## src/rtl/ps2_pkg.sv

```systemverilog
// Shared types and constants for the PS/2 receive path.
package ps2_pkg;

    typedef enum logic [1:0] {
        IDLE   = 2'd0,
        DATA   = 2'd1,
        PARITY = 2'd2,
        STOP   = 2'd3
    } ps2_rx_state_t;

    localparam logic        PS2_START_BIT = 1'b0;
    localparam logic        PS2_STOP_BIT  = 1'b1;
    localparam int unsigned PS2_DATA_BITS = 8;
    localparam int unsigned PS2_ERR_W     = 8;

endpackage

```

## src/rtl/ps2_byte_fifo.sv

```systemverilog
// Show-ahead synchronous byte FIFO: head always presents the oldest entry,
// and holds the last popped value once the FIFO drains.
module ps2_byte_fifo #(
    parameter int unsigned DEPTH = 16,
    parameter int unsigned WIDTH = 8
) (
    input  logic                     clk,
    input  logic                     rst_n,
    input  logic                     push,
    input  logic [WIDTH-1:0]         push_data,
    input  logic                     pop,
    output logic [WIDTH-1:0]         head,
    output logic                     empty,
    output logic                     full,
    output logic [$clog2(DEPTH):0]   level,
    output logic                     drop_c
);

    localparam int unsigned PTR_W = $clog2(DEPTH);
    localparam int unsigned LVL_W = PTR_W + 1;

    logic [WIDTH-1:0] mem_q [DEPTH];
    logic [PTR_W-1:0] rd_ptr_q, rd_ptr_d;
    logic [PTR_W-1:0] wr_ptr_q, wr_ptr_d;
    logic [LVL_W-1:0] level_q, level_d;
    logic [WIDTH-1:0] head_q, head_d;
    logic             empty_q, empty_d;
    logic             full_q, full_d;
    logic             pop_ok_c, wr_en_c;

    // Pointer, level and show-ahead head update; a full FIFO still accepts
    // a push when a pop frees a slot in the same cycle.
    always_comb begin
        pop_ok_c = pop & ~empty_q;
        wr_en_c  = push & (~full_q | pop_ok_c);
        drop_c   = push & full_q & ~pop_ok_c;
        rd_ptr_d = rd_ptr_q;
        wr_ptr_d = wr_ptr_q;
        level_d  = level_q;
        head_d   = head_q;
        if (wr_en_c) begin
            wr_ptr_d = wr_ptr_q + PTR_W'(1);
        end
        if (pop_ok_c) begin
            rd_ptr_d = rd_ptr_q + PTR_W'(1);
        end
        case ({wr_en_c, pop_ok_c})
            2'b10:   level_d = level_q + LVL_W'(1);
            2'b01:   level_d = level_q - LVL_W'(1);
            default: level_d = level_q;
        endcase
        if (pop_ok_c) begin
            if (level_q > LVL_W'(1)) begin
                head_d = mem_q[rd_ptr_d];
            end else if (wr_en_c) begin
                head_d = push_data;
            end
        end else if (wr_en_c && empty_q) begin
            head_d = push_data;
        end
        empty_d = (level_d == '0);
        full_d  = (level_d == LVL_W'(DEPTH));
    end

    // Control state registers.
    always_ff @(posedge clk or negedge rst_n) begin
        if (!rst_n) begin
            rd_ptr_q <= '0;
            wr_ptr_q <= '0;
            level_q  <= '0;
            head_q   <= '0;
            empty_q  <= 1'b1;
            full_q   <= 1'b0;
        end else begin
            rd_ptr_q <= rd_ptr_d;
            wr_ptr_q <= wr_ptr_d;
            level_q  <= level_d;
            head_q   <= head_d;
            empty_q  <= empty_d;
            full_q   <= full_d;
        end
    end

    // Storage array, no reset needed.
    always_ff @(posedge clk) begin
        if (wr_en_c) begin
            mem_q[wr_ptr_q] <= push_data;
        end
    end

    assign head  = head_q;
    assign empty = empty_q;
    assign full  = full_q;
    assign level = level_q;

endmodule

```

## src/rtl/ps2_rx_fifo.sv

```systemverilog
// PS/2 keyboard receiver: pin conditioning, frame deserialiser with timeout,
// scancode FIFO and sticky overflow flag.
import ps2_pkg::*;

module ps2_rx_fifo #(
    parameter int unsigned FIFO_DEPTH     = 16,
    parameter int unsigned FILTER_LEN     = 8,
    parameter int unsigned TIMEOUT_CYCLES = 50000
) (
    input  logic                         clock,
    input  logic                         reset,
    input  logic                         ps2_clk,
    input  logic                         ps2_dat,
    input  logic                         rd_en,
    output logic [7:0]                   rd_data,
    output logic                         rd_valid,
    output logic                         irq,
    output logic                         overflow,
    input  logic                         clr_overflow,
    output logic [PS2_ERR_W-1:0]         frame_err_count,
    output logic [$clog2(FIFO_DEPTH):0]  fill_level
);

    localparam int unsigned FLT_W = $clog2(FILTER_LEN + 1);
    localparam int unsigned TMO_W = $clog2(TIMEOUT_CYCLES);
    localparam int unsigned BIT_W = $clog2(PS2_DATA_BITS);

    logic [1:0]               sync_clk_q, sync_clk_d;
    logic [1:0]               sync_dat_q, sync_dat_d;
    logic                     filt_clk_q, filt_clk_d;
    logic [FLT_W-1:0]         filt_cnt_q, filt_cnt_d;
    logic                     fall_q, fall_d;

    ps2_rx_state_t            state_q, state_d;
    logic [BIT_W-1:0]         bit_cnt_q, bit_cnt_d;
    logic [PS2_DATA_BITS-1:0] shreg_q, shreg_d;
    logic                     parity_ok_q, parity_ok_d;
    logic [TMO_W-1:0]         tmo_cnt_q, tmo_cnt_d;
    logic [PS2_ERR_W-1:0]     err_cnt_q, err_cnt_d;
    logic                     overflow_q, overflow_d;
    logic                     push_c, err_c, dat_c;

    logic                     fifo_empty, fifo_full, fifo_drop_c;

    // Pin synchronisers, PS/2 clock glitch filter and falling-edge strobe.
    always_comb begin
        sync_clk_d = {sync_clk_q[0], ps2_clk};
        sync_dat_d = {sync_dat_q[0], ps2_dat};
        filt_clk_d = filt_clk_q;
        filt_cnt_d = '0;
        if (sync_clk_q[1] != filt_clk_q) begin
            if (filt_cnt_q == FLT_W'(FILTER_LEN - 1)) begin
                filt_clk_d = sync_clk_q[1];
            end else begin
                filt_cnt_d = filt_cnt_q + FLT_W'(1);
            end
        end
        fall_d = filt_clk_q & ~filt_clk_d;
    end

    // Frame FSM next state, timeout and error accounting.
    always_comb begin
        state_d     = state_q;
        bit_cnt_d   = bit_cnt_q;
        shreg_d     = shreg_q;
        parity_ok_d = parity_ok_q;
        tmo_cnt_d   = tmo_cnt_q;
        err_cnt_d   = err_cnt_q;
        push_c      = 1'b0;
        err_c       = 1'b0;
        dat_c       = sync_dat_q[1];

        if (state_q == IDLE || fall_q) begin
            tmo_cnt_d = '0;
        end else begin
            tmo_cnt_d = tmo_cnt_q + TMO_W'(1);
        end

        case (state_q)
            IDLE: begin
                if (fall_q && dat_c == PS2_START_BIT) begin
                    state_d   = DATA;
                    bit_cnt_d = '0;
                end
            end
            DATA: begin
                if (fall_q) begin
                    shreg_d   = {dat_c, shreg_q[PS2_DATA_BITS-1:1]};
                    bit_cnt_d = bit_cnt_q + BIT_W'(1);
                    if (bit_cnt_q == BIT_W'(PS2_DATA_BITS - 1)) begin
                        state_d = PARITY;
                    end
                end
            end
            PARITY: begin
                if (fall_q) begin
                    parity_ok_d = ^{shreg_q, dat_c};
                    state_d     = STOP;
                end
            end
            STOP: begin
                if (fall_q) begin
                    if (dat_c == PS2_STOP_BIT && parity_ok_q) begin
                        push_c = 1'b1;
                    end else begin
                        err_c = 1'b1;
                    end
                    state_d = IDLE;
                end
            end
            default: state_d = IDLE;
        endcase

        // A device that stops clocking mid-frame abandons the frame.
        if (state_q != IDLE && !fall_q && tmo_cnt_q == TMO_W'(TIMEOUT_CYCLES - 1)) begin
            state_d   = IDLE;
            tmo_cnt_d = '0;
            err_c     = 1'b1;
        end

        if (err_c && err_cnt_q != '1) begin
            err_cnt_d = err_cnt_q + PS2_ERR_W'(1);
        end

        // Dropping a byte sets the flag even when a clear arrives together.
        overflow_d = fifo_drop_c | (overflow_q & ~clr_overflow);
    end

    // State registers; synchronisers and filtered clock idle high.
    always_ff @(posedge clock or negedge reset) begin
        if (!reset) begin
            sync_clk_q  <= 2'b11;
            sync_dat_q  <= 2'b11;
            filt_clk_q  <= 1'b1;
            filt_cnt_q  <= '0;
            fall_q      <= 1'b0;
            state_q     <= IDLE;
            bit_cnt_q   <= '0;
            shreg_q     <= '0;
            parity_ok_q <= 1'b0;
            tmo_cnt_q   <= '0;
            err_cnt_q   <= '0;
            overflow_q  <= 1'b0;
        end else begin
            sync_clk_q  <= sync_clk_d;
            sync_dat_q  <= sync_dat_d;
            filt_clk_q  <= filt_clk_d;
            filt_cnt_q  <= filt_cnt_d;
            fall_q      <= fall_d;
            state_q     <= state_d;
            bit_cnt_q   <= bit_cnt_d;
            shreg_q     <= shreg_d;
            parity_ok_q <= parity_ok_d;
            tmo_cnt_q   <= tmo_cnt_d;
            err_cnt_q   <= err_cnt_d;
            overflow_q  <= overflow_d;
        end
    end

    ps2_byte_fifo #(
        .DEPTH (FIFO_DEPTH),
        .WIDTH (PS2_DATA_BITS)
    ) u_fifo (
        .clk       (clock),
        .rst_n     (reset),
        .push      (push_c),
        .push_data (shreg_q),
        .pop       (rd_en),
        .head      (rd_data),
        .empty     (fifo_empty),
        .full      (fifo_full),
        .level     (fill_level),
        .drop_c    (fifo_drop_c)
    );

    // A byte can only be dropped while the FIFO reports full.
    drop_only_when_full: assert property (@(posedge clock) disable iff (!reset)
        fifo_drop_c |-> fifo_full);

    assign rd_valid        = ~fifo_empty;
    assign irq             = rd_valid;
    assign overflow        = overflow_q;
    assign frame_err_count = err_cnt_q;

endmodule

```

## config.mk

```make
export PLATFORM = sky130hd
export DESIGN_NAME = ps2_rx_fifo
export DESIGN_NICKNAME = d
export VERILOG_FILES = /design/src/rtl/ps2_pkg.sv /design/src/rtl/ps2_byte_fifo.sv /design/src/rtl/ps2_rx_fifo.sv
export SDC_FILE = /design/constraint.sdc
export NUM_CORES = 1
export LEC_CHECK = 0
export CAP_MARGIN = 0
export CORE_MARGIN = 8
export CORE_UTILIZATION = 32
export CTS_CLUSTER_SIZE = 40
export DETAILED_ROUTE_END_ITERATION = 8
export SYNTH_ARGS = -nofsm -noshare
export SYNTH_HDL_FRONTEND = slang
export SYNTH_SLANG_ARGS = --single-unit
```

## constraint.sdc

```tcl
create_clock -name clock -period 2.9 [get_ports clock]
set_input_delay 0.435 -clock clock [delete_from_list [all_inputs] [get_ports clock]]
set_output_delay 0.435 -clock clock [all_outputs]
set_load 0.03 [all_outputs]
```

Yosys cells after proc, flatten, opt, wreduce, memory -nomap -nowiden

Memory sizes are Yosys's and may differ from the RTL's.
Cells that the tools add are included.

Output and inout bits: 24
Memory bits (writable): 128
Register bits after elaboration: 72
Memories kept: 1

Memories:

| memory       | depth | width | read ports | clocked after memory_dff | write ports | line                | source |
|---|---|---|---|---|---|---|---|
| u_fifo.mem_q | 16    | 8     | 1          | 0                        | 1           | ps2_byte_fifo.sv:22 | `logic [WIDTH-1:0] mem_q [DEPTH];` |

Equality and inequality tests: 19
Reductions and logical operators: 19
Bitwise gates (word level): 14
$lt $le $gt $ge: 1
Multiplexer cells: 31
Add/sub/neg operators: 8

Operators by type and width:

| operator                | count |
|---|---|
| $mux W16                | 2 |
| $mux W8                 | 4 |
| $add A16 B1 Y16 const B | 1 |
| $eq A16 B16 Y1 const B  | 1 |
| $ne A3 B3 Y1 const B    | 5 |
| $add A4 B1 Y4 const B   | 3 |
| $mux W2                 | 6 |
| $mux W4                 | 3 |
| $mux W1                 | 11 |
| $pmux W5 S2             | 1 |
| $reduce_xor A9 Y1       | 1 |
| $add A8 B1 Y8 const B   | 1 |
| $ne A8 B8 Y1 const B    | 1 |
| $pmux W2 S4             | 1 |
| $and A1 B1 Y1           | 6 |
| $eq A2 B2 Y1 const B    | 3 |
| $logic_and A1 B1 Y1     | 6 |
| $mux W3                 | 2 |
| $not A1 Y1              | 6 |
| $pmux W3 S2             | 1 |
| $reduce_and A2 Y1       | 3 |
| $reduce_bool A2 Y1      | 3 |
| $add A5 B1 Y5 const B   | 1 |
| $eq A5 B5 Y1 const B    | 1 |
| other kinds (17)        | 19 |

Depth between registers and ports, before layout

Gate-level depths: netlist (run 1).

Word-level depth: 8
Mapped depth: 13
Depth with buffers taken out: 10

Cells and area by module

Synthesis (run 1) repeated with hierarchy kept, for this count alone.

Cells, all modules: 874
Area total of the unflattened synthesis: 9,746.8 um^2

By module, submodules not included:

| module        | times used | cells an instance | area an instance (um^2) |
|---|---|---|---|
| ps2_byte_fifo | 1          | 670               | 7,412.1 |
| ps2_rx_fifo   | 1          | 204               | 2,334.7 |

Worst setup path before layout (run 1)

OpenSTA, ideal clock, no wires.

Kind: register to register
Start: register u_fifo.empty_q, in the netlist u_fifo.empty
End: register u_fifo.full_q, in the netlist u_fifo.full
Setup time: 88 ps
Clock period less this slack: 2,685 ps
Cell stages (with the launch flop): 14
Data required time: 2,812 ps
Setup slack: 215 ps
Data arrival time: 2,596 ps
Path buffers: 3
Cell sequence: dfstp_2 -> nand2b_4 -> buf_4 -> nand2_1 -> nand2b_1 -> inv_1 -> clkbuf_1 -> ha_1 -> clkbuf_1 -> a22o_1 -> a21oi_1 -> a41oi_1 -> or3_1 -> nor3b_1

Word-level cells in the longest chain between the ends: 7

RTL lines:

| item                                                | line                | source |
|---|---|---|
| start, declared                                     | ps2_byte_fifo.sv:27 | `logic empty_q, empty_d;` |
| start signal, assigned                              | ps2_byte_fifo.sv:79 | `empty_q <= empty_d;` |
| $not A1 Y1 *                                        | ps2_byte_fifo.sv:34 | `pop_ok_c = pop & ~empty_q;` |
| $and A1 B1 Y1 *                                     | ps2_byte_fifo.sv:34 |  |
| $or A1 B1 Y1 *                                      | ps2_byte_fifo.sv:35 | `wr_en_c = push & (~full_q \| pop_ok_c);` |
| $and A1 B1 Y1 *                                     | ps2_byte_fifo.sv:35 |  |
| named net u_fifo.wr_en_c                            | ps2_byte_fifo.sv:29 | `logic pop_ok_c, wr_en_c;` |
| $eq A2 B1 Y1 / $eq A2 B2 Y1 (equally long branches) | ps2_byte_fifo.sv:47 | `case ({wr_en_c, pop_ok_c})` |
| $pmux W5 S2 *                                       | ps2_byte_fifo.sv:47 |  |
| named net u_fifo.level_d[2]                         | ps2_byte_fifo.sv:25 | `logic [LVL_W-1:0] level_q, level_d;` |
| $eq A5 B5 Y1 *                                      | ps2_byte_fifo.sv:62 | `full_d = (level_d == LVL_W'(DEPTH));` |
| named net u_fifo.full_d                             | ps2_byte_fifo.sv:28 | `logic full_q, full_d;` |
| end signal, assigned                                | ps2_byte_fifo.sv:80 | `full_q <= full_d;` |
| end, declared                                       | ps2_byte_fifo.sv:28 |  |

The timed path passes the listed nets; every way through them passes the cells marked *.
A chain may end at the register's enable or synchronous reset.

Worst setup path after layout (run 1)

Start: register sync_dat_q[1]
End: register u_fifo.full_q, in the netlist u_fifo.full

Word-level cells in the longest chain between the ends: 8

RTL lines:

| item                                                | line                | source |
|---|---|---|
| start, declared                                     | ps2_rx_fifo.sv:29   | `logic [1:0] sync_dat_q, sync_dat_d;` |
| start signal, assigned                              | ps2_rx_fifo.sv:146  | `sync_dat_q <= sync_dat_d;` |
| $logic_and A1 B1 Y1 *                               | ps2_rx_fifo.sv:103  | `if (dat_c == PS2_STOP_BIT && parity_ok_q) begin` |
| $mux W1 *                                           | ps2_rx_fifo.sv:103  |  |
| $mux W1 *                                           | ps2_rx_fifo.sv:102  | `if (fall_q) begin` |
| $mux W1 *                                           | ps2_rx_fifo.sv:79   | `case (state_q)` |
| $and A1 B1 Y1 *                                     | ps2_byte_fifo.sv:35 |  |
| $eq A2 B1 Y1 / $eq A2 B2 Y1 (equally long branches) | ps2_byte_fifo.sv:47 |  |
| $pmux W5 S2 *                                       | ps2_byte_fifo.sv:47 |  |
| named net u_fifo.level_d[2]                         | ps2_byte_fifo.sv:25 |  |
| $eq A5 B5 Y1 *                                      | ps2_byte_fifo.sv:62 |  |
| named net u_fifo.full_d                             | ps2_byte_fifo.sv:28 |  |

Marks and branches as above.

==> reports/qor.yml, run 1 <==
synth:
  synthTopCellsByCount: "128 x edfxtp_1, 66 x dfrtp_1, 57 x mux2i_1"
  synth_nets: 710
  synth_compound_area_frac: 0.0694
  syn_area_per_cell_um2: 14.0
  yosysTopAreaCellShare: 0.401
  synth-edff-count: 128
  async_flop_share: 0.360
  ys_seq_area_frac: 0.590
  synthMostInstantiatedCell: "edfxtp_1"
  synth_area_leaders: "edfxtp_1 40%, dfrtp_1 17%, mux4_2 7.5%"
  synth_cell_types: 56
  synth-seq-cells: 200
  netlist_area_um2: 9580
  synthAdderAreaFrac: 0.0248
  synth_xor_area_frac: 0.0329
  synth_top_family_by_area: "multiplexers"
  synthSimpleGateAreaFrac: 0.0954
  netlist_instances: 685
  muxShareOfSynthArea: 0.158
  yosys.area.top_type: "edfxtp_1"
  synthFlopType: "edfxtp_1"
  yosysWarningCount: 0
sta:
  max_freq_mhz: 392
  drv_slew: 0
  worstMarginPinSlew_ns: 0.931
  min_period_ns: 2.55
  period_share: 0.879
  whs_ns: 0.129
  skew_ns: 0.0149
  finalSetupTns_ns: 0
  max_slew_margin: 0.380
  rsz0062_at_grt: "false"
  setup_viol: 0
  fin_ws_ns: 0.350
  final_hold_viol_count: 0
clock_tree:
  cts_sinks: 200
  root_buffer: "clkbuf_16"
  cts_hold_buf: 0
  clk_latency_ns: 0.44
  cts_setup_buffers: 0
  htreeDepth: 4
  cts_tree: "done"
  cts_buffers: 17
  cts_buffer_depth: 2
  clk_pin_slew_worst_paths_ns: 0.08
  post_cts_resized: 0
place:
  placed_cells: 1083
  portBuffers: 29
  hpwl_um: 13300
  dpl_worst_slack_ns: 0.167
  place_congestion: 0.797
floorplan:
  io_pins: 30
  die_x_um: 189
  rows: 63
  die_h_um: 189
  initial_core_util: 0.324
  fp.dieArea_um2: 35700
  core_area_um2: 29600
min_path:
  hold_path_class: "input port to async pin"
outcome:
  status: "completed"
worst_setup_path:
  arrival_ns: 2.91
  crit_required_ns: 3.26
  cp-end-kind: "register"
  cp_max_fo: 7
  cp-start-kind: "register"
  crit_type: "register to register"
power:
  swShare: 0.352
  comb_power_share: 0.333
  power_per_cell_area_nw_per_um2: 804
  vdd_drop_max_mv: 0.522
  p_leak_nw: 4.00
  clkPwrFrac: 0.278
  switchingPower_mw: 3.09
  p_int_mw: 5.69
  power_frac_seq: 0.389
layout:
  fin_cells: 1115
  utilization: 0.369
  fillerInstances: 2834
  finalNetCount: 737
  diodes: 0
  syn2layout_area_growth_pct: 14.0
  drive_above_1_share: 0.168
route:
  drc: 0
  wl_per_cell_um: 18.2
  drt_wl_total_um: 20300
  drt-initial-drc-count: 409
  via_per_inst: 5.06
  first_pass_iters: 5
  antenna_left: 0
  via_count: 5639
flow_run:
  max_cap_viol_count: 0
global_routing:
  grt_pass1_wl_um: 32700
  gr-total-overflow: 0
  track_usage: 0.117
  grt_pass1_vias: 5840
  antenna_found_initial: 0
  grt_max_degree: 73
metal layers:
layer / up-vias / global-route usage / wire length (um)
met2: 113 / 0.189 / 9750
met5: - / 0 / 0
met3: 27 / 0.0270 / 783
met4: 0 / 0.0454 / 427
li1: 2651 / - / -
met1: 2848 / 0.150 / 9390
cell type report:
class                      instances  area [um2]  area share
clock inverter                    13         144      0.0132
clock buffer                      19         475      0.0435
sequential                       200        5660       0.518
multi-input combinational        428        3650       0.334
inverter                          17        63.8     0.00584
tap                              390         488      0.0447
timing repair buffer              48         443      0.0406
placed cells by master (no fill, tap or decap), drive strengths merged, types with 6 or more instances in the layout:
| cell type | netlist | layout |
|---|---|---|
| clkinv | 0 | 6 |
| mux2i | 57 | 57 |
| nand2b | 14 | 14 |
| a221o | 9 | 9 |
| a211oi | 16 | 16 |
| nor3 | 19 | 19 |
| clkdlybuf4s50 | 0 | 28 |
| dfrtp | 66 | 66 |
| clkbuf | 12 | 19 |
| o21ai | 6 | 6 |
| mux4 | 32 | 32 |
| a211o | 9 | 9 |
| nor3b | 7 | 7 |
| ha | 19 | 19 |
| nand2 | 46 | 46 |
| nand4 | 6 | 6 |
| mux2 | 20 | 20 |
| xnor2 | 22 | 22 |
| dfstp | 6 | 6 |
| a21oi | 16 | 16 |
| xor2 | 14 | 14 |
| nor2 | 37 | 37 |
| buf | 28 | 20 |
| and2 | 14 | 14 |
| nand3 | 10 | 10 |
| inv | 17 | 24 |
| o211ai | 11 | 11 |
| a31oi | 9 | 9 |
| edfxtp | 128 | 128 |
| and4 | 6 | 6 |
sequential cells by signal, indices dropped and copies added, names as in the netlist:
register	cells
filt_cnt_q	4
fall_q	1
sync_clk_q	2
u_fifo.head	8
tmo_cnt_q	16
frame_err_count	8
u_fifo.level	5
shreg_q	8
u_fifo.rd_ptr_q	4
overflow	1
bit_cnt_q	3
sync_dat_q	2
u_fifo.wr_ptr_q	4
u_fifo.mem_q	128
parity_ok_q	1
u_fifo.empty	1
u_fifo.full	1
filt_clk_q	1
state_q	2
power groups by stage:
| stage | Sequential, mW | Clock, mW | Combinational, mW |
|---|---|---|---|
| floorplan | 3.56 | 0 | 2.10 |
| global placement | 3.48 | 0 | 2.92 |
| detailed placement | 3.48 | 0 | 2.94 |
| CTS | 3.42 | 2.49 | 2.96 |
| global route | 3.45 | 2.58 | 3.18 |
| finish | 3.42 | 2.44 | 2.92 |
path summary, 6_finish.rpt:
check	startpoint	endpoint	slack, ns	cells after the start
worst min-delay path	reset	tmo_cnt_q[8]	0.13	1
worst min register to register	sync_clk_q[0]	sync_clk_q[1]	0.36	0
worst max register to register	sync_dat_q[1]	u_fifo.full	0.35	8
worst max-delay path	sync_dat_q[1]	u_fifo.full	0.35	8
min in group clock	sync_clk_q[0]	sync_clk_q[1]	0.36	0
max in group asynchronous	reset	u_fifo.rd_ptr_q[0]	2.10	1
kinds of logic after synthesis:
kind of cell	after synthesis
simple gates	174
mux	109
compound gates	90
buf+inv	57
xor+xnor	36
flops	200
fa+ha+maj	19
per-stage QoR:
step                cell area [um2]  total power, mW
floorplan                      9580             5.66
detailed placement            10300             6.42
global route                  10900             9.21
CTS                           10900             8.86
global placement              10300             6.39
finish                        10900             8.78
critical path, stage by stage, from the launching register on:
cell      delay [ns]
dfstp_2         0.61
nand4_1         0.23
nand2b_1        0.28
ha_1            0.38
inv_1           0.13
a21oi_1         0.15
a41oi_1         0.07
or3_1           0.43
nor3b_1         0.18
Note: power is estimated with default switching activity, not from simulation.
==> run 2: changes to the inputs <==
--- a/config.mk
+++ b/config.mk
@@ -7,9 +7,11 @@
 export LEC_CHECK = 0
 export CAP_MARGIN = 0
 export CORE_MARGIN = 8
-export CORE_UTILIZATION = 32
+export CORE_UTILIZATION = 50
 export CTS_CLUSTER_SIZE = 40
 export DETAILED_ROUTE_END_ITERATION = 8
+export DONT_BUFFER_PORTS = 1
+export PLACE_DENSITY = 0.68
 export SYNTH_ARGS = -nofsm -noshare
 export SYNTH_HDL_FRONTEND = slang
 export SYNTH_SLANG_ARGS = --single-unit
==> reports/qor.yml, run 2 (same netlist as run 1, synthesis figures left out) <==
power:
  vdd_drop_max_mv: 0.694  # was 0.522 mV
  comb_power_share: 0.309  # was 0.333
  p_leak_nw: 3.88  # was 4.00 nW
  power_frac_seq: 0.422  # was 0.389
  power_per_cell_area_nw_per_um2: 813  # was 804 nW/um2
  switchingPower_mw: 2.98  # was 3.09 mW
  clkPwrFrac: 0.269  # was 0.278
  swShare: 0.351  # was 0.352
  p_int_mw: 5.51  # was 5.69 mW
  power_mw: 8.49  # was 8.78 mW
route:
  drt_wl_total_um: 19700  # was 20300 um
  antenna_left: 0  # unchanged
  drc: 0  # unchanged
  first_pass_iters: 5  # unchanged
  wl_per_cell_um: 21.2  # was 18.2 um
  drt-initial-drc-count: 288  # was 409
  via_per_inst: 6.08  # was 5.06
  via_count: 5651  # was 5639
clock_tree:
  cts_buffer_depth: 2  # unchanged
  cts_tree: "done"  # unchanged
  clk_latency_ns: 0.44  # about the same
  htreeDepth: 4  # unchanged
  cts_setup_buffers: 0  # unchanged
  clk_pin_slew_worst_paths_ns: 0.07  # was 0.08 ns
  cts_buffers: 17  # unchanged
  cts_sinks: 200  # unchanged
  root_buffer: "clkbuf_16"  # unchanged
layout:
  syn2layout_area_growth_pct: 9.03  # was 14.0%
  top_regs: "u_fifo.mem_q x128, tmo_cnt_q x16"  # unchanged
  layout_commonest_cell: "edfxtp_1"  # unchanged
  drive_above_1_share: 0.168  # about the same
  finalNetCount: 707  # was 737
  largest_register_ffs: 128  # unchanged
  fillerInstances: 1511  # was 2834
  mostFrequentLayoutCells: "128 x edfxtp_1, 64 x dfrtp_1, 57 x mux2i_1"  # unchanged
  stdcell_area_um2: 10400  # was 10900 um2
  largest_register: "u_fifo.mem_q"  # unchanged
  diodes: 0  # unchanged
sta:
  max_slew_margin: 0.481  # was 0.380
  min_period_ns: 2.61  # was 2.55 ns
  final_hold_viol_count: 0  # unchanged
  rsz0062_at_grt: "false"  # unchanged
  drv_slew: 0  # unchanged
  setup_viol: 0  # unchanged
  finalSetupTns_ns: 0  # unchanged
  period_share: 0.901  # was 0.879
  max_freq_mhz: 383  # was 392 MHz
  skew_ns: 0.0105  # was 0.0149 ns
  worstMarginPinSlew_ns: 0.778  # was 0.931 ns
place:
  hpwl_um: 12900  # was 13300 um
  portBuffers: 0  # was 29
  placed_area_um2: 9820  # was 10300 um2
  place_congestion: 0.832  # was 0.797
worst_setup_path:
  cp_slowest_cell: "or3_1"  # was dfstp_2
  crit_family: "simple AND/OR/NAND/NOR gates"  # unchanged
  cp_max_fo: 10  # was 7
  arrival_ns: 2.97  # was 2.91 ns
  critPathMostFrequentCell: "ha_1"
  cp-end-kind: "register"  # unchanged
  crit_type: "register to register"  # unchanged
  critPathBufInv: 1  # unchanged
  cp-start-kind: "register"  # unchanged
  slowest_delay_ns: 0.43  # was 0.61 ns
  worstPathCellList: "ha_1 -> nand4_1 -> nand2b_1 -> inv_1 -> ha_1 -> a22o_1 -> a21oi_1 -> a41oi_1 -> or3_1 -> nor3b_1"  # was nand4_1 -> nand2b_1 -> ha_1 -> inv_1 -> a21oi_1 -> a41oi_1 -> or3_1 -> nor3b_1
  crit_required_ns: 3.25  # was 3.26 ns
floorplan:
  die_x_um: 154  # was 189 um
  initial_core_util: 0.510  # was 0.324
  core_area_um2: 18800  # was 29600 um2
  die_h_um: 154  # was 189 um
  fp.dieArea_um2: 23800  # was 35700 um2
  io_pins: 30  # unchanged
  rows: 50  # was 63
global_routing:
  gr-total-overflow: 0  # unchanged
  grt_max_degree: 73  # unchanged
  track_usage: 0.172  # was 0.117
  antenna_found_initial: 0  # unchanged
  grt_pass1_wl_um: 31700  # was 32700 um
  grt_pass1_vias: 5870  # was 5840
outcome:
  status: "completed"  # unchanged
flow_run:
  max_cap_viol_count: 0  # unchanged
min_path:
  hold_path_class: "input port to register"  # was input port to async pin
run 2: worst paths after layout:
kind | cells after the start | to | slack [ns] | start
max | 10 | u_fifo.full | 0.29 | state_q[0]
min | 1 | overflow | 0.09 | clr_overflow
max reg2reg | 10 | u_fifo.full | 0.29 | state_q[0]
min reg2reg | 0 | sync_clk_q[1] | 0.37 | sync_clk_q[0]
max in group asynchronous | 2 | u_fifo.empty | 2.04 | reset
min in group asynchronous | 2 | tmo_cnt_q[13] | 0.53 | reset
run 2: area by class of cell:
type	instances	area, um2	share of cell area
clock buffers	19	464	0.0445
clock inverters	13	104	0.00994
inverters	17	63.8	0.00611
multi-input cells	428	3650	0.350
flip-flops and latches	200	5660	0.542
well taps	234	293	0.0280
repair buffers	18	213	0.0204
run 2: repair_timing:
| item | in CTS | in global routing |
|---|---|---|
| hold buffers | 4 | 0 |
| resized for setup | 0 | 0 |
| hold endpoints to repair | 74 | 0 |
run 2: power by group through the flow:
stage / combinational [mW] / clock, mW / sequential, mW
after global routing: 2.86 / 2.44 / 3.62
after floorplan: 2.10 / 0 / 3.56
after detailed placement: 2.59 / 0 / 3.64
final: 2.62 / 2.28 / 3.58
after global placement: 2.52 / 0 / 3.63
after CTS: 2.64 / 2.33 / 3.58
run 2: routing by layer:
layer / wire length, um / vias to the layer above / global-route usage / share of wire
met5: 0 / - / 0 / 0
met4: 486 / 0 / 0.0723 / 0.025
met3: 1430 / 37 / 0.0549 / 0.072
met2: 9950 / 165 / 0.291 / 0.51
met1: 7810 / 2868 / 0.199 / 0.40
li1: - / 2581 / - / -
run 2: metrics by stage:
stage / utilization / hold WS [ns] / instances / setup slack (ns)
2_1_floorplan: - / 0.139 / 685 / 0.215
3_3_place_gp: 0.523 / 0.142 / 893 / 0.415
3_5_place_dp: 0.523 / 0.142 / 893 / 0.301
4_1_cts: 0.556 / 0.0688 / 929 / 0.273
5_1_grt: 0.556 / 0.0733 / 929 / 0.0118
6_report: 0.556 / 0.0897 / 929 / 0.287
